### src/rtl/exec_pkg.sv
// Shared types and sizing for the SIMD execute stage.
package exec_pkg;

    localparam int unsigned VEC_SIZE = 4;
    localparam int unsigned REG_SIZE = 16;
    localparam int unsigned SHAMT_W  = $clog2(REG_SIZE);
    localparam int unsigned LANE_W   = $clog2(VEC_SIZE);
    localparam int unsigned OP_W     = 4;

    typedef enum logic [OP_W-1:0] {
        OP_ADD   = 4'd0,
        OP_SUB   = 4'd1,
        OP_AND   = 4'd2,
        OP_OR    = 4'd3,
        OP_XOR   = 4'd4,
        OP_SLL   = 4'd5,
        OP_SRL   = 4'd6,
        OP_PASSB = 4'd7,
        OP_MUL   = 4'd8
    } alu_op_e;

    typedef enum logic {
        ST_IDLE = 1'b0,
        ST_MUL  = 1'b1
    } exec_state_e;

    typedef logic [VEC_SIZE-1:0][REG_SIZE-1:0] vec_t;

    // Memory/writeback controls carried alongside the result
    typedef struct packed {
        logic       writeEnable;
        logic       writeMemFrom;
        logic [1:0] writeRegFrom;
    } wb_ctrl_t;

endpackage

### src/rtl/vector_lane_alu.sv
// Combinational single-lane ALU for all single-cycle ops; MUL and undefined opcodes yield 0.
module vector_lane_alu
    import exec_pkg::*;
(
    input  alu_op_e              op,
    input  logic [REG_SIZE-1:0]  a,
    input  logic [REG_SIZE-1:0]  b,
    input  logic [SHAMT_W-1:0]   shamt,
    output logic [REG_SIZE-1:0]  result
);

    always_comb begin
        result = '0;
        case (op)
            OP_ADD:   result = a + b;
            OP_SUB:   result = a - b;
            OP_AND:   result = a & b;
            OP_OR:    result = a | b;
            OP_XOR:   result = a ^ b;
            OP_SLL:   result = a << shamt;
            OP_SRL:   result = a >> shamt;
            OP_PASSB: result = b;
            default:  result = '0;
        endcase
    end

endmodule

### src/rtl/execute_stage.sv
// Vector execute stage: lane-parallel single-cycle ALU plus an iterative
// one-lane-per-cycle multiplier, feeding a registered output bank.
module execute_stage
    import exec_pkg::*;
(
    input  logic                               clk,
    input  logic                               reset,
    input  logic                               valid_in,
    output logic                               ready_out,
    input  logic                               flush,
    input  logic [OP_W-1:0]                    op,
    input  logic [VEC_SIZE-1:0][REG_SIZE-1:0]  srcA,
    input  logic [VEC_SIZE-1:0][REG_SIZE-1:0]  srcB,
    input  logic [REG_SIZE-1:0]                imm_in,
    input  logic                               writeEnable_in,
    input  logic                               writeMemFrom_in,
    input  logic [1:0]                         writeRegFrom_in,
    output logic                               valid_out,
    output logic [VEC_SIZE-1:0][REG_SIZE-1:0]  aluResult,
    output logic [VEC_SIZE-1:0][REG_SIZE-1:0]  aluOperand1,
    output logic [VEC_SIZE-1:0][REG_SIZE-1:0]  aluOperand2,
    output logic [REG_SIZE-1:0]                imm,
    output logic                               writeEnable,
    output logic                               writeMemFrom,
    output logic [1:0]                         writeRegFrom
);

    exec_state_e          state, stateNext;
    logic [LANE_W-1:0]    laneCnt, laneCntNext;
    logic                 latchMul, loadAlu, loadMul;

    vec_t                 laneOut;
    vec_t                 mulA, mulB, mulBuf, mulVec;
    logic [REG_SIZE-1:0]  mulImm;
    logic [REG_SIZE-1:0]  mulLane;
    wb_ctrl_t             mulCtrl, ctrlIn, wbCtrl;

    assign ctrlIn    = '{writeEnable: writeEnable_in, writeMemFrom: writeMemFrom_in,
                         writeRegFrom: writeRegFrom_in};
    assign ready_out = (state == ST_IDLE);

    for (genvar i = 0; i < VEC_SIZE; i++) begin : gLane
        vector_lane_alu uLaneAlu (
            .op     (alu_op_e'(op)),
            .a      (srcA[i]),
            .b      (srcB[i]),
            .shamt  (imm_in[SHAMT_W-1:0]),
            .result (laneOut[i])
        );
    end

    // Shared multiplier; only the low REG_SIZE bits of the product are kept
    assign mulLane = REG_SIZE'(mulA[laneCnt] * mulB[laneCnt]);

    always_comb begin
        stateNext   = state;
        laneCntNext = laneCnt;
        latchMul    = 1'b0;
        loadAlu     = 1'b0;
        loadMul     = 1'b0;
        mulVec      = mulBuf;
        mulVec[laneCnt] = mulLane;

        if (flush) begin
            stateNext   = ST_IDLE;
            laneCntNext = '0;
        end else begin
            case (state)
                ST_IDLE: begin
                    if (valid_in) begin
                        if (op == OP_MUL) begin
                            stateNext   = ST_MUL;
                            laneCntNext = '0;
                            latchMul    = 1'b1;
                        end else begin
                            loadAlu = 1'b1;
                        end
                    end
                end
                ST_MUL: begin
                    if (laneCnt == LANE_W'(VEC_SIZE - 1)) begin
                        stateNext   = ST_IDLE;
                        laneCntNext = '0;
                        loadMul     = 1'b1;
                    end else begin
                        laneCntNext = laneCnt + LANE_W'(1);
                    end
                end
                default: stateNext = ST_IDLE;
            endcase
        end
    end

    always_ff @(posedge clk or negedge reset) begin
        if (!reset) begin
            state   <= ST_IDLE;
            laneCnt <= '0;
        end else begin
            state   <= stateNext;
            laneCnt <= laneCntNext;
        end
    end

    // Multiply operand latch, lane accumulator and output bank
    always_ff @(posedge clk or negedge reset) begin
        if (!reset) begin
            mulA        <= '0;
            mulB        <= '0;
            mulImm      <= '0;
            mulCtrl     <= '0;
            mulBuf      <= '0;
            valid_out   <= 1'b0;
            aluResult   <= '0;
            aluOperand1 <= '0;
            aluOperand2 <= '0;
            imm         <= '0;
            wbCtrl      <= '0;
        end else begin
            valid_out <= loadAlu | loadMul;
            if (latchMul) begin
                mulA    <= srcA;
                mulB    <= srcB;
                mulImm  <= imm_in;
                mulCtrl <= ctrlIn;
            end
            if (state == ST_MUL && !flush) begin
                mulBuf <= mulVec;
            end
            if (loadAlu) begin
                aluResult   <= laneOut;
                aluOperand1 <= srcA;
                aluOperand2 <= srcB;
                imm         <= imm_in;
                wbCtrl      <= ctrlIn;
            end else if (loadMul) begin
                aluResult   <= mulVec;
                aluOperand1 <= mulA;
                aluOperand2 <= mulB;
                imm         <= mulImm;
                wbCtrl      <= mulCtrl;
            end
        end
    end

    assign writeEnable  = wbCtrl.writeEnable;
    assign writeMemFrom = wbCtrl.writeMemFrom;
    assign writeRegFrom = wbCtrl.writeRegFrom;

endmodule

### config.mk
export PLATFORM = sky130hd
export DESIGN_NAME = execute_stage
export DESIGN_NICKNAME = d
export VERILOG_FILES = /design/src/rtl/exec_pkg.sv /design/src/rtl/vector_lane_alu.sv /design/src/rtl/execute_stage.sv
export SDC_FILE = /design/constraint.sdc
export NUM_CORES = 2
export LEC_CHECK = 0
export ABC_AREA = 1
export BUFFER_PORTS_ARGS = -buffer_cell sky130_fd_sc_hd__buf_2
export CAP_MARGIN = 20
export CORE_ASPECT_RATIO = 0.9
export CORE_MARGIN = 3
export CORE_UTILIZATION = 43
export DETAILED_ROUTE_END_ITERATION = 10
export GPL_ROUTABILITY_DRIVEN = 0
export MAX_ROUTING_LAYER = met4
export PLACE_DENSITY_LB_ADDON = 0.1
export SLEW_MARGIN = 20
export SYNTH_ARGS = -nofsm -noshare
export SYNTH_HDL_FRONTEND = slang
export SYNTH_SLANG_ARGS = --single-unit
### constraint.sdc
create_clock -name clk -period 6.5 [get_ports clk]
set_clock_uncertainty 0.15 [all_clocks]
set_input_delay 1.3 -clock clk [delete_from_list [all_inputs] [get_ports clk]]
set_output_delay 1.3 -clock clk [all_outputs]
set_load 0.05 [all_outputs]
; ---- After elaboration in Yosys (flattened, before gate mapping)
; Cells that the tools add are included.
[classes]
mul = 1
add_sub_neg = 9
mux = 40
n_lt_le_gt_ge = 2
reduce_logical = 6
shifts = 8
n_bitwise = 14
n_eq_ne = 11
[op_table]
columns = op, n
row1 = 16-bit one-hot mux with 8 select lines, 4
row2 = 64-bit 2-to-1 mux, 6
row3 = 16-bit 2-to-1 mux, 5
row4 = 16-bit adder, 4
row5 = 16-bit AND, 4
row6 = 16-bit binary-select mux with 2-bit select, 2
row7 = 64-bit bitwise mux, 1
row8 = 16-bit OR, 4
row9 = 16-bit by 4-bit << shifter with 16-bit output, 4
row10 = 16-bit by 4-bit >> shifter with 16-bit output, 4
row11 = 16-bit subtractor, 4
row12 = 16-bit XOR, 4
row13 = 16-bit demux with 2-bit select, 1
row14 = "4-bit by 3-bit equality test with 1-bit output, second input constant", 4
row15 = 16-bit by 16-bit multiplier with 16-bit output, 1
row16 = 1-bit 2-to-1 mux, 13
row17 = "4-bit by 2-bit equality test with 1-bit output, second input constant", 2
row18 = 2-bit 2-to-1 mux, 4
row19 = 4-bit 2-to-1 mux, 2
row20 = "4-bit by 1-bit equality test with 1-bit output, second input constant", 1
row21 = "4-bit equality test, second input constant", 1
row22 = 4-bit zero test, 1
row23 = 2-bit one-hot mux with 2 select lines, 1
row24 = "2-bit by 3-bit < comparator with 1-bit output, second input constant", 1
row25 = 12 further kinds, 13
[word_totals]
inputBits = 156
output_inout_bits = 214
ff_bits = 428
elab_cells = 126

; ---- Logic depth before layout (Yosys ltp)
[depth]
depth_word = 7
ltp_mapped = 42
mapped_depth_nobuf = 39

; ---- Modules after synthesis
; A second synthesis with hierarchy kept.
[unflattened]
hier_cells = 5457
area_unflattened_um2 = 36646.4
[modules_own_cells]
columns = mod, cells_per_inst, seq_area_each_um2, area_each_um2, instances
row1 = execute_stage, 2681, 10309.9, 22287.6, 1
row2 = vector_lane_alu, 694, 0.0, 3589.7, 4

; ---- Worst setup path after synthesis
; Ideal clock, no wire load.
[synth_path]
path_kind = register -> register
startpoint = reg laneCnt[0]
endpoint = reg aluResult[45] in the netlist's numbering
arrival_time_ns = 5.831
path_buffers = 3
synth_period_minus_slack_ns = 6.063
required_time_ns = 6.268
path_slack_ns = 0.437
setup_ns = 0.082
path_stages_with_launch = 31
cell_sequence = dfrtp_1 -> buf_6 -> inv_4 -> buf_6 -> nand2_1 -> nand2_1 -> nand2_1 -> and2_1 -> buf_6 -> inv_1 -> nand2_1 -> fa_1 -> fa_1 -> fa_1 -> fa_1 -> inv_1 -> fa_1 -> inv_1 -> fa_1 -> inv_1 -> ha_1 -> nand2_1 -> nor2_1 -> nand3_1 -> nand3_1 -> xor2_1 -> inv_1 -> nand2_1 -> o21ai_0 -> or2_2 -> a31oi_1
[synth_via]
elab_chain_len = 7
elab_cells_between_ends = 18
cone_classes = 1 x mul / 2 x order compare / 1 x eq/ne / 12 x mux / 2 x reduce/logical
[synth_rtl]
columns = element, line
row1 = start: declaration, execute_stage.sv:29  ; logic [LANE_W-1:0] laneCnt, laneCntNext;
row2 = start signal: assignment, execute_stage.sv:100  ; laneCnt <= laneCntNext;
row3 = "parallel branches: the longest is 7 deep, another holds 16-bit by 16-bit multiplier with 16-bit output", n/a
row4 = end signal: assignment, execute_stage.sv:130  ; aluResult <= laneOut;
row5 = end signal: assignment, execute_stage.sv:136  ; aluResult <= mulVec;
row6 = end: declaration, execute_stage.sv:19  ; output logic [VEC_SIZE-1:0][REG_SIZE-1:0] aluResult,
; Several ways; the timed one is not identified. The select of a mux whose other input is x is not followed.
; A chain may end at the register's enable or synchronous reset.

; ---- Worst setup path in the final report
[layout_path]
startpoint = reg laneCnt[0]
endpoint = reg aluResult[27] in the netlist's numbering
; The elaborated chain is that of the path after synthesis.

==> run summary <==
drt pass-1 iters: 8
number of fill cells: 8098
CTS max path bufs: 3
cells after synthesis: 4931
fmax: 0.155 GHz
crit path launch type: flip-flop
status: complete, no violations
HPWL after DPL: 119 mm
clock slew at reported path FFs: 0.07 ns
first-pass GRT wire length: 224 mm
Avg WL per Cell: 24.7 um
CP Data Required Time: 6.85 ns
vias in the first global route: 33.2k
total power: 11500 uW
flops & latches, synth: 417
post-route ant nets: 0
DP Area: 0.0375 mm2
Worst Tran Pin Value: 1.17 ns
Sink Count: 417
share of layout cells above drive strength 1: 0.137
synthesized area: 0.0346 mm2
Min Hold Slack: 0.329 ns
Synth Net Count: 5416
grt ovf: 0
worst vdd ir: 0.231 mV
nets: 5669
Worst path slowest cell: fa_1
CTS tree: built
Setup crit start: laneCnt[0]
CP arrival: 6.79 ns
Die Width: 305 um
total CTS buffers: 46
Post-synth EDFFs: 0
Rows: 98
cell area after layout: 0.0397 mm2
fraction of registers with async set or reset after synthesis: 1.00
RSZ-0062 raised after global routing: yes
slowest cell delay on critical path: 0.58 ns
Cell variety after synth: 58
vias: 36.8k
Cell Chain, Critical Path: buf_4 > clkbuf_16 > nand2_1 > nand2_1 > o21ai_4 > buf_4 > nor2_1 > fa_1 > fa_1 > ha_1 > fa_1 > inv_1 > fa_1 > fa_1 > inv_1 > ha_2 > a21oi_2 > o21ai_0 > a21oi_1 > xor2_1 > buf_4 > o21ai_0 > nand2_1 > a31oi_1
P&R area growth vs syn: 14.7%
GRT busiest layer: met2
syn_area_per_cell: 7.01 um2
Final Hold Violating Endpoints: 0
register area share after synthesis: 0.302
Max FO, Critical Path: 26
number of synthesis warnings: 0
met3 track demand over resource: 0.104
grt met1 use: 0.500
final worst-path cycle share: 0.990
# setup viols final: 0
# IOs: 370
Residual DRC: 0
All-Layer GR Usage: 0.370
endpoint class of the critical path: flip-flop
worst min-delay path startpoint: mulBuf[22]
via/cell ratio: 5.84
Root Driver: clkbuf_16
dpl cells: 6164
relative slew slack: 0.215
port bufs: 369
antenna violations before repair: 24
H-tree depth: 2
grt met2 use: 0.506
final non-filler cell total: 6298
pwr/cell area: 289 mW/mm2
area of the die: 0.0839 mm2
Hold WC Path Type: reg -> reg
latest clock arrival within the worst-skew pair: 0.60 ns
MaxCap Viol Count: 0
largest net degree at the start of global routing: 267
final WL: 156 mm
worst r2r src: laneCnt[0]
Pleak: 0.0197 uW
CTS Hold Bufs: 0
Die Ht: 275 um
post-layout min period: 6.43 ns
most frequent CP cell: fa_1
setup tns final: 0 ns
core area: 0.0796 mm2
DRT iter0 DRCs: 5122
max-slew violations: 0
Initial Util: 0.435
ys flop type: dfrtp_1
CP Class: reg -> reg
## synth_stat cells (5+ instances only)
cell       count  area, um2
o21a_1         6       45.0
o211ai_1     131        983
nor3_1        33        165
clkinv_1      15       56.3
ha_1         245       3070
buf_1         43        161
fa_1          84       1680
nor4_1         6       37.5
nand2_1     1489       5590
nand4_1       25        156
buf_6         13        146
a22oi_1        6       45.0
buf_2         17       85.1
o311ai_0       6       52.6
a221oi_1      50        438
o211ai_2       7       87.6
dfrtp_1      417      10400
inv_2         14       52.6
xor2_1        66        578
inv_1        546       2050
a21oi_1      286       1430
xnor2_1        7       61.3
nand2_2       15       93.8
o221ai_1      54        473
a211oi_1      14        105
nor2_1       307       1150
mux2i_1        6       60.1
a31oi_1       47        294
o21ai_0      483       2420
o2111ai_1     32        280
or2_2         35        219
nand3_1      158        791
o21bai_1       5       37.5
clkbuf_1     201        754
o21ai_1       11       55.1
buf_4          5       37.5
## sequential cells by signal (all words and copies together), names as in the netlist
signal        cells
aluOperand1      64
aluOperand2      64
aluResult        64
mulA             64
mulB             64
mulBuf           53
imm              16
mulImm           16
mulCtrl           4
laneCnt           2
writeRegFrom      2
state             1
valid_out         1
writeEnable       1
writeMemFrom      1
## path summary, 6_finish.rpt
check,to,slack [ns],cells past startpoint
worst max register to register,aluResult[27],0.07,24
worst max-delay path,aluResult[27],0.07,24
worst min register to register,mulBuf[22],0.33,2
worst min-delay path,mulBuf[22],0.33,2
max in group asynchronous,aluOperand2[50],4.15,2
min in group asynchronous,aluOperand1[51],0.60,1
## power by group
part,internal [uW],switching [uW],total (uW)
clock,1650,1120,2770
sequential,3080,421,3500
combinational,1580,3600,5180
## critical path: cells and delay by family, from the launching register on
family / cells / cell delay, ns
simple gates: 4 / 0.34
flops: 1 / 0.53
compound gates: 6 / 1.20
fa+ha+maj: 7 / 3.11
buf+inv: 6 / 0.84
xor+xnor: 1 / 0.16
## area by class of cell
cell class                      count  area [um2]  area share
Multi-Input combinational cell   3659       21100       0.533
Sequential cell                   417       10400       0.263
Timing Repair Buffer              483        2920      0.0737
Inverter                          576        2180      0.0550
Tap cell                         1050        1310      0.0331
Clock buffer                       61        1300      0.0327
Clock inverter                     21         294     0.00741
Antenna cell                       30        75.1     0.00189
Timing Repair inverter              1        6.26    0.000158
## placed cells by master (no fill, tap or decap), drive strengths merged, types with 4 or more instances in the layout
cell type,count
xor2,66
a31oi,47
bufinv,6
o21bai,5
ha,245
fa,84
dfrtp,417
o2111ai,32
o311ai,6
a221oi,50
buf,480
or2,35
and2,4
nand3,160
nand2,1504
a21oi,286
nor2,313
o211ai,138
o21a,6
o21ai,496
xnor2,7
inv,565
nand4,25
mux2i,6
nor3,33
clkinv,24
diode,30
o221ai,54
clkbuf,64
a22oi,6
a211oi,14
a32o,4
o22ai,4
nor4,6
## metal layers
layer / wire [um] / share of wire / vias to the layer above
met5: 0 / 0 / -
met4: 8890 / 0.057 / 0
met3: 19700 / 0.13 / 364
met2: 63000 / 0.40 / 2101
met1: 64000 / 0.41 / 17500
li1: - / - / 16800
## timing repair
action,in CTS,in global routing
buffers inserted,0,18
hold endpoints to repair,0,0
endpoints found under the setup margin,0,39
gates resized for setup,0,83
## metrics by stage
stage          setup WS (ns)   util
6_report              0.0651  0.498
2_1_floorplan          0.437      -
3_5_place_dp          0.0619  0.471
3_3_place_gp           0.118  0.471
5_1_grt               -0.112  0.498
4_1_cts               0.0264  0.491
## cell families (layout without fill, tap and decap cells)
family,count (synthesis),count (layout),share of synthesized area
and+or+nand+nor,2086,2086,0.241
AOI/OAI and AO/OA,1165,1165,0.203
buffers and inverters,855,1142,0.0968
DFF,417,417,0.302
adders and majority gates,329,329,0.137
xor gates and xnor gates,73,73,0.0185
muxes,6,6,0.00174
other,0,30,0
(Power assumes the default switching activity.)
